`config.mk`:
```
export PLATFORM = sky130hd
export DESIGN_NAME = jesd204b_link_tx_ctrl
export DESIGN_NICKNAME = d
export VERILOG_FILES = /design/src/rtl/jesd204b_link_tx_ctrl.sv
export SDC_FILE = /design/constraint.sdc
export NUM_CORES = 1
export LEC_CHECK = 0
export BUFFER_PORTS_ARGS = -buffer_cell sky130_fd_sc_hd__buf_2
export CAP_MARGIN = 15
export CORE_MARGIN = 4
export CORE_UTILIZATION = 40
export CTS_BUF_LIST = sky130_fd_sc_hd__clkbuf_8
export DETAILED_ROUTE_END_ITERATION = 10
export GPL_TIMING_DRIVEN = 0
export HOLD_SLACK_MARGIN = 0.03
export PLACE_DENSITY = 0.75
export SLEW_MARGIN = 10
export SYNTH_ARGS = -nofsm -noshare
export SYNTH_HDL_FRONTEND = slang
export SYNTH_SLANG_ARGS = --single-unit
```
`constraint.sdc`:
```
create_clock -name clock -period 2.4 [get_ports clock]
set_input_delay 0.24 -clock clock [delete_from_list [all_inputs] [get_ports clock]]
set_output_delay 0.24 -clock clock [all_outputs]
set_load 0.01 [all_outputs]
```
`src/rtl/jesd204b_link_tx_ctrl.sv`:
```
// JESD204B TX link controller: CGS/ILAS/DATA sequencing, SYNC~ filtering and LMFC, octet per lane per clock.
// Latency: tx_data to tx_octet 1 clock, all outputs registered; no backpressure, the octet stream never stalls.
module jesd204b_link_tx_ctrl #(
   parameter int LANES       = 4,
   parameter int F           = 2,
   parameter int K           = 16,
   parameter int ILAS_MF     = 4,
   parameter int SYNC_FILTER = 5
) (
   input  logic                 clock,
   input  logic                 reset,
   input  logic                 sync_n,
   input  logic [LANES*8-1:0]   tx_data,
   input  logic [14*8-1:0]      cfg_data,
   output logic [LANES*8-1:0]   tx_octet,
   output logic [LANES-1:0]     tx_k,
   output logic                 tx_ready,
   output logic                 lmfc_edge,
   output logic [1:0]           link_state
);

   localparam int                FK       = F * K;
   localparam int                CNT_W    = $clog2(FK);
   localparam logic [CNT_W-1:0]  LMFC_END = CNT_W'(FK - 1);
   localparam logic [2:0]        MF_LAST  = 3'(ILAS_MF - 1);
   localparam logic [3:0]        FILT_MAX = 4'(SYNC_FILTER);

   typedef enum logic [1:0] {
      ST_CGS  = 2'd0,
      ST_ILAS = 2'd1,
      ST_DATA = 2'd2
   } state_t;

   state_t             state, state_nxt, out_state;
   logic               sync_ff1, sync_s;
   logic [3:0]         filt_cnt;
   logic [CNT_W-1:0]   lmfc_cnt;
   logic [2:0]         mf_cnt;
   logic               lmfc_last, resync, in_cfg;
   logic [3:0]         cfg_idx;
   logic [7:0]         cfg_sel, base_sum, n_octet;
   logic [LANES*8-1:0] octet_nxt;
   logic [LANES-1:0]   k_nxt;
   logic               ready_nxt;

   always_ff @(posedge clock or negedge reset) begin
      if (!reset) begin
         sync_ff1 <= 1'b0;
         sync_s   <= 1'b0;
      end else begin
         sync_ff1 <= sync_n;
         sync_s   <= sync_ff1;
      end
   end

   always_ff @(posedge clock or negedge reset) begin
      if (!reset) begin
         filt_cnt <= '0;
      end else if (sync_s) begin
         filt_cnt <= '0;
      end else if (filt_cnt != FILT_MAX) begin
         filt_cnt <= filt_cnt + 4'd1;
      end
   end

   assign lmfc_last = (lmfc_cnt == LMFC_END);

   always_ff @(posedge clock or negedge reset) begin
      if (!reset) begin
         lmfc_cnt <= '0;
      end else begin
         lmfc_cnt <= lmfc_last ? '0 : lmfc_cnt + CNT_W'(1);
      end
   end

   // Multiframe index is only meaningful in ILAS; it sits at 0 otherwise so ILAS always starts at MF0.
   always_ff @(posedge clock or negedge reset) begin
      if (!reset) begin
         mf_cnt <= '0;
      end else if (state != ST_ILAS) begin
         mf_cnt <= '0;
      end else if (lmfc_last) begin
         mf_cnt <= mf_cnt + 3'd1;
      end
   end

   always_ff @(posedge clock or negedge reset) begin
      if (!reset) begin
         state <= ST_CGS;
      end else begin
         state <= state_nxt;
      end
   end

   // The state register leads the outputs by one cycle, except a resync which lands on the outputs at once.
   always_comb begin
      resync    = (state != ST_CGS) && (filt_cnt == FILT_MAX);
      state_nxt = state;
      case (state)
         ST_CGS: begin
            if (lmfc_last && sync_s) begin
               state_nxt = ST_ILAS;
            end
         end
         ST_ILAS: begin
            if (resync) begin
               state_nxt = ST_CGS;
            end else if (lmfc_last && (mf_cnt == MF_LAST)) begin
               state_nxt = ST_DATA;
            end
         end
         ST_DATA: begin
            if (resync) begin
               state_nxt = ST_CGS;
            end
         end
         default: state_nxt = ST_CGS;
      endcase
      out_state = resync ? ST_CGS : state;
   end

   always_comb begin
      n_octet = 8'(lmfc_cnt);
      in_cfg  = (mf_cnt == 3'd1) && (lmfc_cnt >= CNT_W'(2)) && (lmfc_cnt <= CNT_W'(15));
      cfg_idx = lmfc_cnt[3:0] - 4'd2;
      cfg_sel = 8'h00;
      for (int jj = 0; jj < 14; jj++) begin
         if (cfg_idx == 4'(jj)) begin
            cfg_sel = cfg_data[jj*8 +: 8];
         end
      end
      // FCHK without the LID term; each lane adds its own index.
      base_sum = 8'h00;
      for (int jj = 0; jj < 13; jj++) begin
         if (jj != 2) begin
            base_sum = base_sum + cfg_data[jj*8 +: 8];
         end
      end
   end

   always_comb begin
      octet_nxt = {LANES{8'hBC}};
      k_nxt     = '1;
      ready_nxt = 1'b0;
      case (out_state)
         ST_ILAS: begin
            for (int i = 0; i < LANES; i++) begin
               k_nxt[i] = 1'b0;
               if (lmfc_cnt == '0) begin
                  octet_nxt[i*8 +: 8] = 8'h1C;
                  k_nxt[i]            = 1'b1;
               end else if (lmfc_last) begin
                  octet_nxt[i*8 +: 8] = 8'h7C;
                  k_nxt[i]            = 1'b1;
               end else if ((mf_cnt == 3'd1) && (lmfc_cnt == CNT_W'(1))) begin
                  octet_nxt[i*8 +: 8] = 8'h9C;
                  k_nxt[i]            = 1'b1;
               end else if (in_cfg) begin
                  if (cfg_idx == 4'd2) begin
                     octet_nxt[i*8 +: 8] = 8'(i);
                  end else if (cfg_idx == 4'd13) begin
                     octet_nxt[i*8 +: 8] = base_sum + 8'(i);
                  end else begin
                     octet_nxt[i*8 +: 8] = cfg_sel;
                  end
               end else begin
                  octet_nxt[i*8 +: 8] = n_octet;
               end
            end
         end
         ST_DATA: begin
            octet_nxt = tx_data;
            k_nxt     = '0;
            ready_nxt = 1'b1;
         end
         default: begin
         end
      endcase
   end

   always_ff @(posedge clock or negedge reset) begin
      if (!reset) begin
         tx_octet   <= {LANES{8'hBC}};
         tx_k       <= '1;
         tx_ready   <= 1'b0;
         lmfc_edge  <= 1'b0;
         link_state <= 2'd0;
      end else begin
         tx_octet   <= octet_nxt;
         tx_k       <= k_nxt;
         tx_ready   <= ready_nxt;
         lmfc_edge  <= (lmfc_cnt == '0);
         link_state <= out_state;
      end
   end

endmodule

```
==> impl_metrics.env, run 1 <==
export IMPL_r2r_start="lmfc_cnt[1]$_DFF_PN0_"
export IMPL_hold_viol=0
export IMPL_setup_viol_count_final=32
export IMPL_wl_per_cell_um=19.5
export IMPL_dieHeight_um=130
export IMPL_grt_busiest_layer="met2"
export IMPL_ys_flop_type="dfrtp_1"
export IMPL_finalCriticalPeriod_ns=4.61
export IMPL_drt_initial_drc_count=668
export IMPL_worstMarginPinSlew_ns=0.667
export IMPL_relSlewSlack=0.555
export IMPL_path_class="input port to flip-flop"
export IMPL_final_common_cell="buf_2"
export IMPL_worstSetupEndpointType="flip-flop"
export IMPL_gp_congestion=0.957
export IMPL_vias_per_cell=5.59
export IMPL_hp_class="input port to flip-flop"
export IMPL_worstSetupStartpointType="input port"
export IMPL_wirelength_mm=21.2
export IMPL_synth_cell_types=71
export IMPL_use_met1=0.303
export IMPL_hpwl_mm=16.3
export IMPL_grt_pass1_vias=6062
export IMPL_io_pins=187
export IMPL_multi_input_area_mm2=0.00452
export IMPL_reg2reg_depth=11
export IMPL_synthCells=674
export IMPL_cts_sinks=53
export IMPL_grt_max_degree=54
export IMPL_grt_antenna_before_repair=2
export IMPL_final_max_slew_viol_count=0
export IMPL_final_seq_area_mm2=0.00135
export IMPL_postPlaceCellArea_mm2=0.00724
export IMPL_portBuffers=170
export IMPL_drive_gt1_frac=0.403
export IMPL_max_vdd_ir_drop_v=0.00162
export IMPL_grt_pass1_wl_mm=31.1
export IMPL_synth_top_area_share=0.210
export IMPL_synth_area_leaders="fa_1 (21%), dfrtp_1 (13%), dfstp_2 (9.2%)"
export IMPL_ys_ff_latch=53
export IMPL_synth_seq_area_share=0.225
export IMPL_num_rows=44
export IMPL_cap_violations=0
export IMPL_final_cell_mix="buf_2 (168), inv_1 (89), nand2_1 (63), fa_1 (61), a21oi_1 (42)"
export IMPL_clk_latency_ns=0.31
export IMPL_crit_required_ns=2.64
export IMPL_crit_end="tx_octet[29]$_DFF_PN1_"
export IMPL_fmaxAchievable_ghz=0.217
export IMPL_num_vias=6087
export IMPL_yosys_warnings=0
export IMPL_cts_htree_levels=2
export IMPL_initial_core_util=0.411
export IMPL_yosys_area_top_type="fa_1"
export IMPL_cts_buffers=5
export IMPL_die_area_mm2=0.0170
export IMPL_r2r_end="tx_octet[20]$_DFF_PN1_"
export IMPL_rsz0062_at_grt="yes"
export IMPL_grt_usage=0.236
export IMPL_cp_startpoint="cfg_data[74]"
export IMPL_dpl_worst_slack_ns=-2.59
export IMPL_violations="setup timing"
export IMPL_finalWorstSetupSlack_ns=-2.21
export IMPL_dieWidth_um=130
export IMPL_p_total_w=0.0149
export IMPL_p_leak_nw=3.84
export IMPL_ff2ff_setup_slack_ns=-0.54
export IMPL_area_delta_synth_final_pct=36.8
export IMPL_final_area_mm2=0.00820
export IMPL_clockBufferDepth=2
export IMPL_core_area_mm2=0.0146
export IMPL_outcome="finished, violations left"
export IMPL_path_clk_slew_ns=0.09
export IMPL_drcViolationCount=0
export IMPL_skew_ns=0.00751
export IMPL_num_fill_cells=1252
export IMPL_overflow=0
export IMPL_use_met3=0.0451
export IMPL_fin_crit_sh=1.92
export IMPL_crit_fanout=5
export IMPL_syn_nets=913
export IMPL_antenna_left=0
export IMPL_cp_data_arrival_time_ns=4.85
export IMPL_syn_avg_cell_area_um2=8.90
export IMPL_power_density_mw_per_mm2=1820
export IMPL_dr_pass1_iters=8
export IMPL_syn_area_mm2=0.00600
export IMPL_cts_tree="built"
export IMPL_cts_root_buf="clkbuf_8"
export IMPL_synth_edff_count=0
export IMPL_grtUsageMet2=0.400
export IMPL_asyncSetResetFlopFracSynth=1.00
export IMPL_fin_nets=1139
## power by group
group	switching, W	internal [W]	total (W)
sequential	0.0000309	0.00103	0.00106
clock	0.000295	0.000261	0.000556
combinational	0.00670	0.00658	0.0133
total	0.00702	0.00788	0.0149
## per-stage QoR
step	TNS (ns)	utilization	instances	hold slack (ns)
finish	-49.54	0.562	1088	0.125
global route	-53.91	0.562	1087	0.131
CTS	-48.64	0.540	1066	0.120
detailed placement	-61.15	0.496	1028	0.338
global placement	-60.42	0.496	1028	0.334
floorplan	-47.90	-	674	-0.0556
## state kept, by name (all words and copies together), names as in the netlist
signal	cells
mf_cnt	3
sync_s	1
filt_cnt	4
link_state	2
tx_ready	1
tx_octet	32
lmfc_cnt	5
lmfc_edge	1
tx_k	1
state	2
sync_ff1	1
## cells by family after synthesis
group                      share of synthesized area
AOI/OAI and AO/OA                              0.189
xor gates and xnor gates                      0.0720
adders and majority gates                      0.271
buffers and inverters                         0.0918
DFF                                            0.225
muxes                                        0.00918
and+or+nand+nor                                0.142
## what timing repair did
item	4_1_cts	5_1_grt
resized for setup	83	51
buffers inserted	29	24
gates cloned	1	0
setup endpoints to repair	40	34
hold buffers	1	1
endpoints found under the hold margin	1	32
pin swaps	49	34
## synth_stat cells, drive strengths merged, types with 3 or more instances
cell type,number
fa,63
a31oi,6
nor3,8
nand2,69
dfrtp,32
a211oi,10
buf,22
a21o,6
o211ai,6
xnor2,33
a221o,12
dfstp,21
ha,29
o21ai,40
and2,3
clkbuf,9
nand3b,4
nor2b,7
inv,101
a21oi,45
xor2,12
nor2,41
o22ai,6
a22oi,4
nor3b,3
a2111oi,3
a221oi,7
o31ai,3
nand2b,7
o311ai,6
nand4,9
and3,4
nand3,16
## metal layers
layer,vias up,part of all wire
met4,0,0.034
met5,-,0
met1,2965,0.38
met2,330,0.49
met3,62,0.098
li1,2730,-
## final cells by class
| type | instances | share of cell area |
|---|---|---|
| buffer | 29 | 0.0311 |
| clock buffer | 7 | 0.0117 |
| clock inverter | 1 | 0.000610 |
| multi-input combinational | 487 | 0.551 |
| timing repair buffer | 221 | 0.162 |
| antenna | 3 | 0.000915 |
| tap | 184 | 0.0281 |
| sequential | 53 | 0.165 |
| inverter | 103 | 0.0491 |
## worst min-delay path by stage
stage,startpoint,to,cells after the start
6_report,tx_data[16],tx_octet[16]$_DFF_PN0_,2
5_1_grt,tx_data[0],tx_octet[0]$_DFF_PN0_,2
4_1_cts,tx_data[16],tx_octet[16]$_DFF_PN0_,2
3_5_place_dp,sync_ff1$_DFF_PN0_,sync_s$_DFF_PN0_,0
3_3_place_gp,sync_ff1$_DFF_PN0_,sync_s$_DFF_PN0_,0
2_1_floorplan,reset,filt_cnt[0]$_DFFE_PN0P_,0
## critical path, cell delays in order
cell and delay (ns):
buf_8 0.10, fa_1 0.53, inv_1 0.05, fa_1 0.52
inv_2 0.04, fa_1 0.49, fa_1 0.54, inv_2 0.04
fa_1 0.48, inv_2 0.04, ha_4 0.16, fa_2 0.37
buf_6 0.14, xor2_4 0.21, nand2_2 0.10, nor2_4 0.17
buf_6 0.12, xnor2_2 0.09, nand2_1 0.07, a221o_1 0.32
Power figures use the tool's default switching activity.
==> run 2: changes to the inputs <==
Settings changed: CORE_MARGIN 4 to 2, SLEW_MARGIN 10 to 15.
==> run 2 against run 1 <==
  * The flow still finishes with violations (setup timing)
  * Clock power increased by 14%
  * Worst setup slack got worse by 0.015 ns
  * Clock skew increased by 0.0064 ns
  * Design area increased by 0.64%
  * Critical path depth unchanged
  * Largest cell class unchanged
  * Highest routed layer unchanged
==> impl_metrics.env, run 2 (same netlist as run 1, synthesis figures left out) <==
export IMPL_p_sw_w=0.00705
export IMPL_pwr_share_clk=0.041
export IMPL_drcViolationCount=0
export IMPL_largest_register="tx_octet"
export IMPL_largest_reg_flops=32
export IMPL_num_fill_cells=1240
export IMPL_placedCellCount=1028
export IMPL_crit_chain="buf_8 -> fa_1 -> inv_1 -> fa_1 -> inv_2 -> fa_1 -> fa_1 -> inv_2 -> fa_1 -> inv_2 -> ha_4 -> fa_2 -> buf_6 -> xor2_4 -> buf_4 -> buf_4 -> nand4_1 -> xnor2_1 -> o21ai_1 -> a21oi_1"
export IMPL_worstMarginPinSlew_ns=0.698
export IMPL_path_class="input port to flip-flop"
export IMPL_cts_root_buf="clkbuf_8"
export IMPL_dr_pass1_iters=5
export IMPL_grt_pass1_wl_mm=31.4
export IMPL_rsz0062_at_grt="yes"
export IMPL_clk_latency_ns=0.32
export IMPL_cp_startpoint="cfg_data[58]"
export IMPL_violations="setup timing"
export IMPL_critPathMaxStageDelay_ns=0.53
export IMPL_cts_htree_levels=2
export IMPL_power_frac_seq=0.068
export IMPL_drt_initial_drc_count=617
export IMPL_area_delta_synth_final_pct=37.7
export IMPL_top_regs="tx_octet (32), lmfc_cnt (5), filt_cnt (4)"
export IMPL_cap_violations=0
export IMPL_slowest_stage="fa_1"
export IMPL_die_area_mm2=0.0160
export IMPL_relSlewSlack=0.529
export IMPL_hp_class="input port to flip-flop"
export IMPL_dieWidth_um=126
export IMPL_worst_hold_startpoint="tx_data[16]"
export IMPL_drive_gt1_frac=0.403
export IMPL_skew_ns=0.0139
export IMPL_cts_buffers=5
export IMPL_final_common_cell="buf_2"
export IMPL_hpwl_mm=15.7
export IMPL_fin_crit_sh=1.93
export IMPL_clockBufferDepth=2
export IMPL_portBuffers=170
export IMPL_io_pins=187
export IMPL_grt_max_degree=54
export IMPL_max_vdd_ir_drop_v=0.00160
export IMPL_hold_viol=0
export IMPL_final_area_mm2=0.00826
export IMPL_p_int_w=0.00851
export IMPL_finalNonFillerCells=1087
export IMPL_worstSetupEndpointType="flip-flop"
export IMPL_finalWorstSetupSlack_ns=-2.23
export IMPL_cts_tree="built"
export IMPL_final_max_slew_viol_count=0
export IMPL_setup_viol_count_final=32
export IMPL_worstSetupStartpointType="input port"
export IMPL_wirelength_mm=20.6
export IMPL_num_rows=44
export IMPL_dieHeight_um=126
export IMPL_dpl_worst_slack_ns=-2.61
export IMPL_reg2reg_depth=13
export IMPL_power_frac_comb=0.891
export IMPL_r2r_start="lmfc_cnt[0]$_DFF_PN0_"
export IMPL_grt_pass1_vias=6161
export IMPL_fin_nets=1141
export IMPL_vias_per_cell=5.62
export IMPL_path_clk_slew_ns=0.09
export IMPL_overflow=0
export IMPL_p_leak_nw=3.85
export IMPL_swShare=0.453
export IMPL_cp_data_arrival_time_ns=4.80
export IMPL_wl_per_cell_um=19.0
export IMPL_core_area_mm2=0.0146
export IMPL_power_density_mw_per_mm2=1880
export IMPL_postPlaceCellArea_mm2=0.00724
export IMPL_gp_congestion=0.958
export IMPL_grt_usage=0.250
export IMPL_num_vias=6112
export IMPL_crit_required_ns=2.58
export IMPL_finalCriticalPeriod_ns=4.63
export IMPL_hold_slack_ns=0.135
export IMPL_whs_path_depth=2
export IMPL_crit_fanout=5
export IMPL_antenna_left=0
export IMPL_final_cell_mix="buf_2 (168), inv_1 (87), nand2_1 (62), fa_1 (62), buf_4 (46)"
export IMPL_fmaxAchievable_ghz=0.216
export IMPL_cts_sinks=53
export IMPL_outcome="finished, violations left"
export IMPL_initial_core_util=0.411
export IMPL_grt_antenna_before_repair=1
export IMPL_antenna_cells=0
export IMPL_crit_top_cell="fa_1"
run 2: cell count changes in the layout (fill, tap and decap cells not counted), moves of 2 or more:
cell,before,now
buf_4,41,46
diode_2,3,0
inv_1,89,87
buf_6,26,19
nor2_2,8,6
clkinvlp_4,1,4
buf_8,5,7
clkbuf_8,7,5
nor2_1,29,31
run 2: repair_timing:
item                                    4_1_cts  5_1_grt
gates cloned                                  0        1
resized for setup                            79       41
hold endpoints to repair                      1       32
pin swaps                                    32       31
buffers inserted                             33       18
endpoints found under the setup margin       40       33
hold buffers                                  1        1
run 2: final cells by class:
cell class              count  area (um^2)  area share
well taps                 184          230      0.0279
multi-input cells         487         4530       0.548
inverters                 103          408      0.0494
clock buffers               5         68.8     0.00833
flip-flops and latches     53         1350       0.164
plain buffers              28          249      0.0302
repair buffers            224         1370       0.166
clock inverters             3         46.3     0.00561
run 2: path summary, 6_finish.rpt:
path	endpoint	slack, ns
min reg2reg	sync_s$_DFF_PN0_	0.38
min	tx_octet[16]$_DFF_PN0_	0.14
min in group asynchronous	tx_octet[1]$_DFF_PN0_	0.49
max in group asynchronous	lmfc_cnt[0]$_DFF_PN0_	1.43
max	tx_octet[22]$_DFF_PN0_	-2.23
max reg2reg	tx_octet[11]$_DFF_PN1_	-0.57
run 2: power groups by stage:
stage	registers [W]	logic, W	clock network [W]
after floorplan	0.00113	0.00718	0
after global placement	0.00108	0.00866	0
after detailed placement	0.00108	0.00884	0
after CTS	0.00107	0.0111	0.000639
after global routing	0.00108	0.0147	0.000681
final	0.00106	0.0139	0.000632
run 2: layer usage:
layer	track usage	part of all wire
met5	0	0
met4	0.105	0.049
met3	0.0460	0.095
met2	0.417	0.48
met1	0.320	0.38
run 2: worst max-delay path: cells and delay by family:
family / cells / cell delay [ns]
AND/OR/NAND/NOR: 1 / 0.10
adder cells (fa/ha/maj): 7 / 3.11
buffers and inverters: 8 / 0.69
XOR/XNOR: 2 / 0.37
AO/OA/AOI/OAI: 2 / 0.27
run 2: through the flow:
stage	TNS [ns]	total power, W	util
after floorplan	-47.90	0.00831	-
after global placement	-60.61	0.00973	0.496
after detailed placement	-61.88	0.00992	0.496
after CTS	-48.43	0.0128	0.543
after global routing	-53.53	0.0164	0.566
final	-50.60	0.0156	0.566
==> run 3: changes to the inputs <==
Settings changed: ABC_AREA from default to 1.
==> run 3 against run 2 <==
  * The flow still finishes with violations (setup timing)
  * Global-route usage shrank 0.41 points
  * Clock power shrank 14%
  * Sequential power up 16%
  * Flip-flop and latch count did not move
  * Clock skew down 0.0085 ns
  * Area after synthesis increased by 4.7%
  * Largest power group unchanged
  * Hold slack improved by 0.0039 ns
  * Worst setup slack got worse by 0.059 ns
  * Die area up 4.6%
==> impl_metrics.env, run 3 <==
export IMPL_outcome="finished, violations left"
export IMPL_violations="setup timing"
export IMPL_synthCells=869
export IMPL_worstSetupStartpointType="input port"
export IMPL_final_common_cell="nand2_1"
export IMPL_clk_latency_ns=0.31
export IMPL_drive_gt1_frac=0.383
export IMPL_crit_top_cell="nand2_1"
export IMPL_hold_viol=0
export IMPL_core_area_mm2=0.0153
export IMPL_path_clk_slew_ns=0.10
export IMPL_worstSetupEndpointType="flip-flop"
export IMPL_ys_flop_type="dfrtp_1"
export IMPL_p_leak_nw=4.29
export IMPL_yosysMostFrequentCell="nand2_1"
export IMPL_largest_reg_flops=32
export IMPL_area_delta_synth_final_pct=37.6
export IMPL_synth_cell_types=44
export IMPL_cts_htree_levels=2
export IMPL_vias_per_cell=5.12
export IMPL_num_fill_cells=1346
export IMPL_synth_edff_count=0
export IMPL_asyncSetResetFlopFracSynth=1.00
export IMPL_crit_fanout=6
export IMPL_grt_pass1_wl_mm=32.4
export IMPL_worstMarginPinSlew_ns=0.684
export IMPL_final_seq_area_mm2=0.00136
export IMPL_ys_ff_latch=53
export IMPL_rsz0062_at_grt="yes"
export IMPL_clockBufferDepth=2
export IMPL_cts_sinks=53
export IMPL_initial_core_util=0.412
export IMPL_drt_initial_drc_count=557
export IMPL_fin_crit_sh=1.95
export IMPL_num_vias=6768
export IMPL_wirelength_mm=20.6
export IMPL_fin_nets=1346
export IMPL_final_max_slew_viol_count=0
export IMPL_gp_congestion=0.935
export IMPL_dr_pass1_iters=5
export IMPL_relSlewSlack=0.544
export IMPL_synth_area_leaders="fa_1 (20%), nand2_1 (15%), dfrtp_1 (13%)"
export IMPL_dieHeight_um=129
export IMPL_ys_top_cells_by_count="nand2_1 (246), inv_1 (149), a21oi_1 (81), fa_1 (63), nand3_1 (51)"
export IMPL_portBuffers=170
export IMPL_skew_ns=0.00535
export IMPL_multi_input_area_mm2=0.00473
export IMPL_final_area_mm2=0.00865
export IMPL_antenna_left=0
export IMPL_critPathMaxStageDelay_ns=0.58
export IMPL_grt_antenna_before_repair=2
export IMPL_drcViolationCount=0
export IMPL_top_regs="tx_octet (32), lmfc_cnt (5), filt_cnt (4)"
export IMPL_grt_usage=0.246
export IMPL_slowest_stage="fa_1"
export IMPL_overflow=0
export IMPL_final_cell_mix="nand2_1 (226), buf_2 (161), inv_1 (120), a21oi_1 (63), fa_1 (62)"
export IMPL_dieWidth_um=129
export IMPL_finalWorstSetupSlack_ns=-2.29
export IMPL_cap_violations=0
export IMPL_num_rows=45
export IMPL_postPlaceCellArea_mm2=0.00752
export IMPL_yosys_area_top_type="fa_1"
export IMPL_grt_pass1_vias=6818
export IMPL_max_vdd_ir_drop_v=0.00220
export IMPL_cts_buffers=5
export IMPL_p_total_w=0.0156
export IMPL_cts_tree="built"
export IMPL_cp_data_arrival_time_ns=4.93
export IMPL_largest_register="tx_octet"
export IMPL_wl_per_cell_um=15.6
export IMPL_fin_tns_setup_ns=-50.57
export IMPL_path_class="input port to flip-flop"
export IMPL_grt_max_degree=54
export IMPL_power_density_mw_per_mm2=1800
export IMPL_finalNonFillerCells=1321
export IMPL_fmaxAchievable_ghz=0.213
export IMPL_crit_required_ns=2.65
export IMPL_placedCellCount=1250
export IMPL_yosys_warnings=0
export IMPL_hp_class="input port to flip-flop"
export IMPL_synth_top_area_share=0.201
export IMPL_io_pins=187
export IMPL_die_area_mm2=0.0167
export IMPL_hpwl_mm=15.4
export IMPL_setup_viol_count_final=32
export IMPL_cts_root_buf="clkbuf_8"
export IMPL_syn_avg_cell_area_um2=7.23
export IMPL_finalCriticalPeriod_ns=4.69
export IMPL_syn_nets=1108
export IMPL_synth_seq_area_share=0.215
export IMPL_syn_area_mm2=0.00628
run 3: cell types whose count changed in the layout (fill, tap and decap cells not counted), moves of 19 or more:
cell	delta
nand2_1	+164
inv_1	+33
nand3_1	+24
inv_2	+23
a21oi_1	+22
nand2_2	+21
a21oi_2	+19
run 3: stage by stage:
stage               hold slack [ns]  setup WS [ns]   util
finish                        0.139          -2.29  0.567
global route                  0.141          -2.45  0.567
CTS                           0.130          -2.24  0.543
detailed placement            0.336          -2.85  0.493
global placement              0.332          -2.76  0.493
floorplan                   -0.0556          -2.31      -
run 3: layer usage:
layer	global-route usage	vias up	wire length [um]
li1	-	3152	-
met1	0.298	3221	7900
met2	0.440	309	10400
met3	0.0425	86	1390
met4	0.0882	0	906
met5	0	-	0
run 3: cell type report:
cell class / count / area share
inverters: 158 / 0.0718
diodes: 2 / 0.000579
flip-flops and latches: 53 / 0.157
clock buffers: 6 / 0.00955
multi-input cells: 633 / 0.547
well taps: 211 / 0.0305
repair buffers: 231 / 0.165
plain buffers: 25 / 0.0175
clock inverters: 2 / 0.00159
run 3: timing repair:
action | 4_1_cts | 5_1_grt
hold buffers | 1 | 1
cloned | 0 | 0
pin swaps | 44 | 66
setup buffers | 53 | 17
gates resized for setup | 72 | 94
endpoints found under the hold margin | 1 | 32
setup endpoints to repair | 32 | 33
run 3: logic make-up after synthesis:
family | Yosys count | share of synthesized area
DFF | 53 | 0.215
AOI/OAI and AO/OA | 125 | 0.106
and+or+nand+nor | 388 | 0.266
adders and majority gates | 92 | 0.259
buffers and inverters | 183 | 0.115
xor gates and xnor gates | 28 | 0.0390
run 3: worst paths after layout:
kind / slack, ns / depth (start not counted) / from / endpoint
min: 0.14 / 3 / tx_data[2] / tx_octet[2]$_DFF_PN1_
min in group asynchronous: 0.50 / 2 / reset / tx_octet[30]$_DFF_PN0_
max in group asynchronous: 1.43 / 2 / reset / lmfc_cnt[2]$_DFF_PN0_
min reg2reg: 0.36 / 0 / sync_ff1$_DFF_PN0_ / sync_s$_DFF_PN0_
max reg2reg: -0.49 / 14 / lmfc_cnt[0]$_DFF_PN0_ / tx_octet[25]$_DFF_PN0_
max: -2.29 / 26 / cfg_data[43] / tx_octet[23]$_DFF_PN1_
run 3: critical path: cells and delay by family:
kind	cells	cell delay (ns)
fa+ha+maj	6	2.92
simple gates	14	1.45
buf+inv	5	0.26
compound gates	1	0.06
run 3: where the power goes:
part / switching, W / internal [W]
clock network: 0.000306 / 0.000235
logic: 0.00771 / 0.00612
registers: 0.0000617 / 0.00117
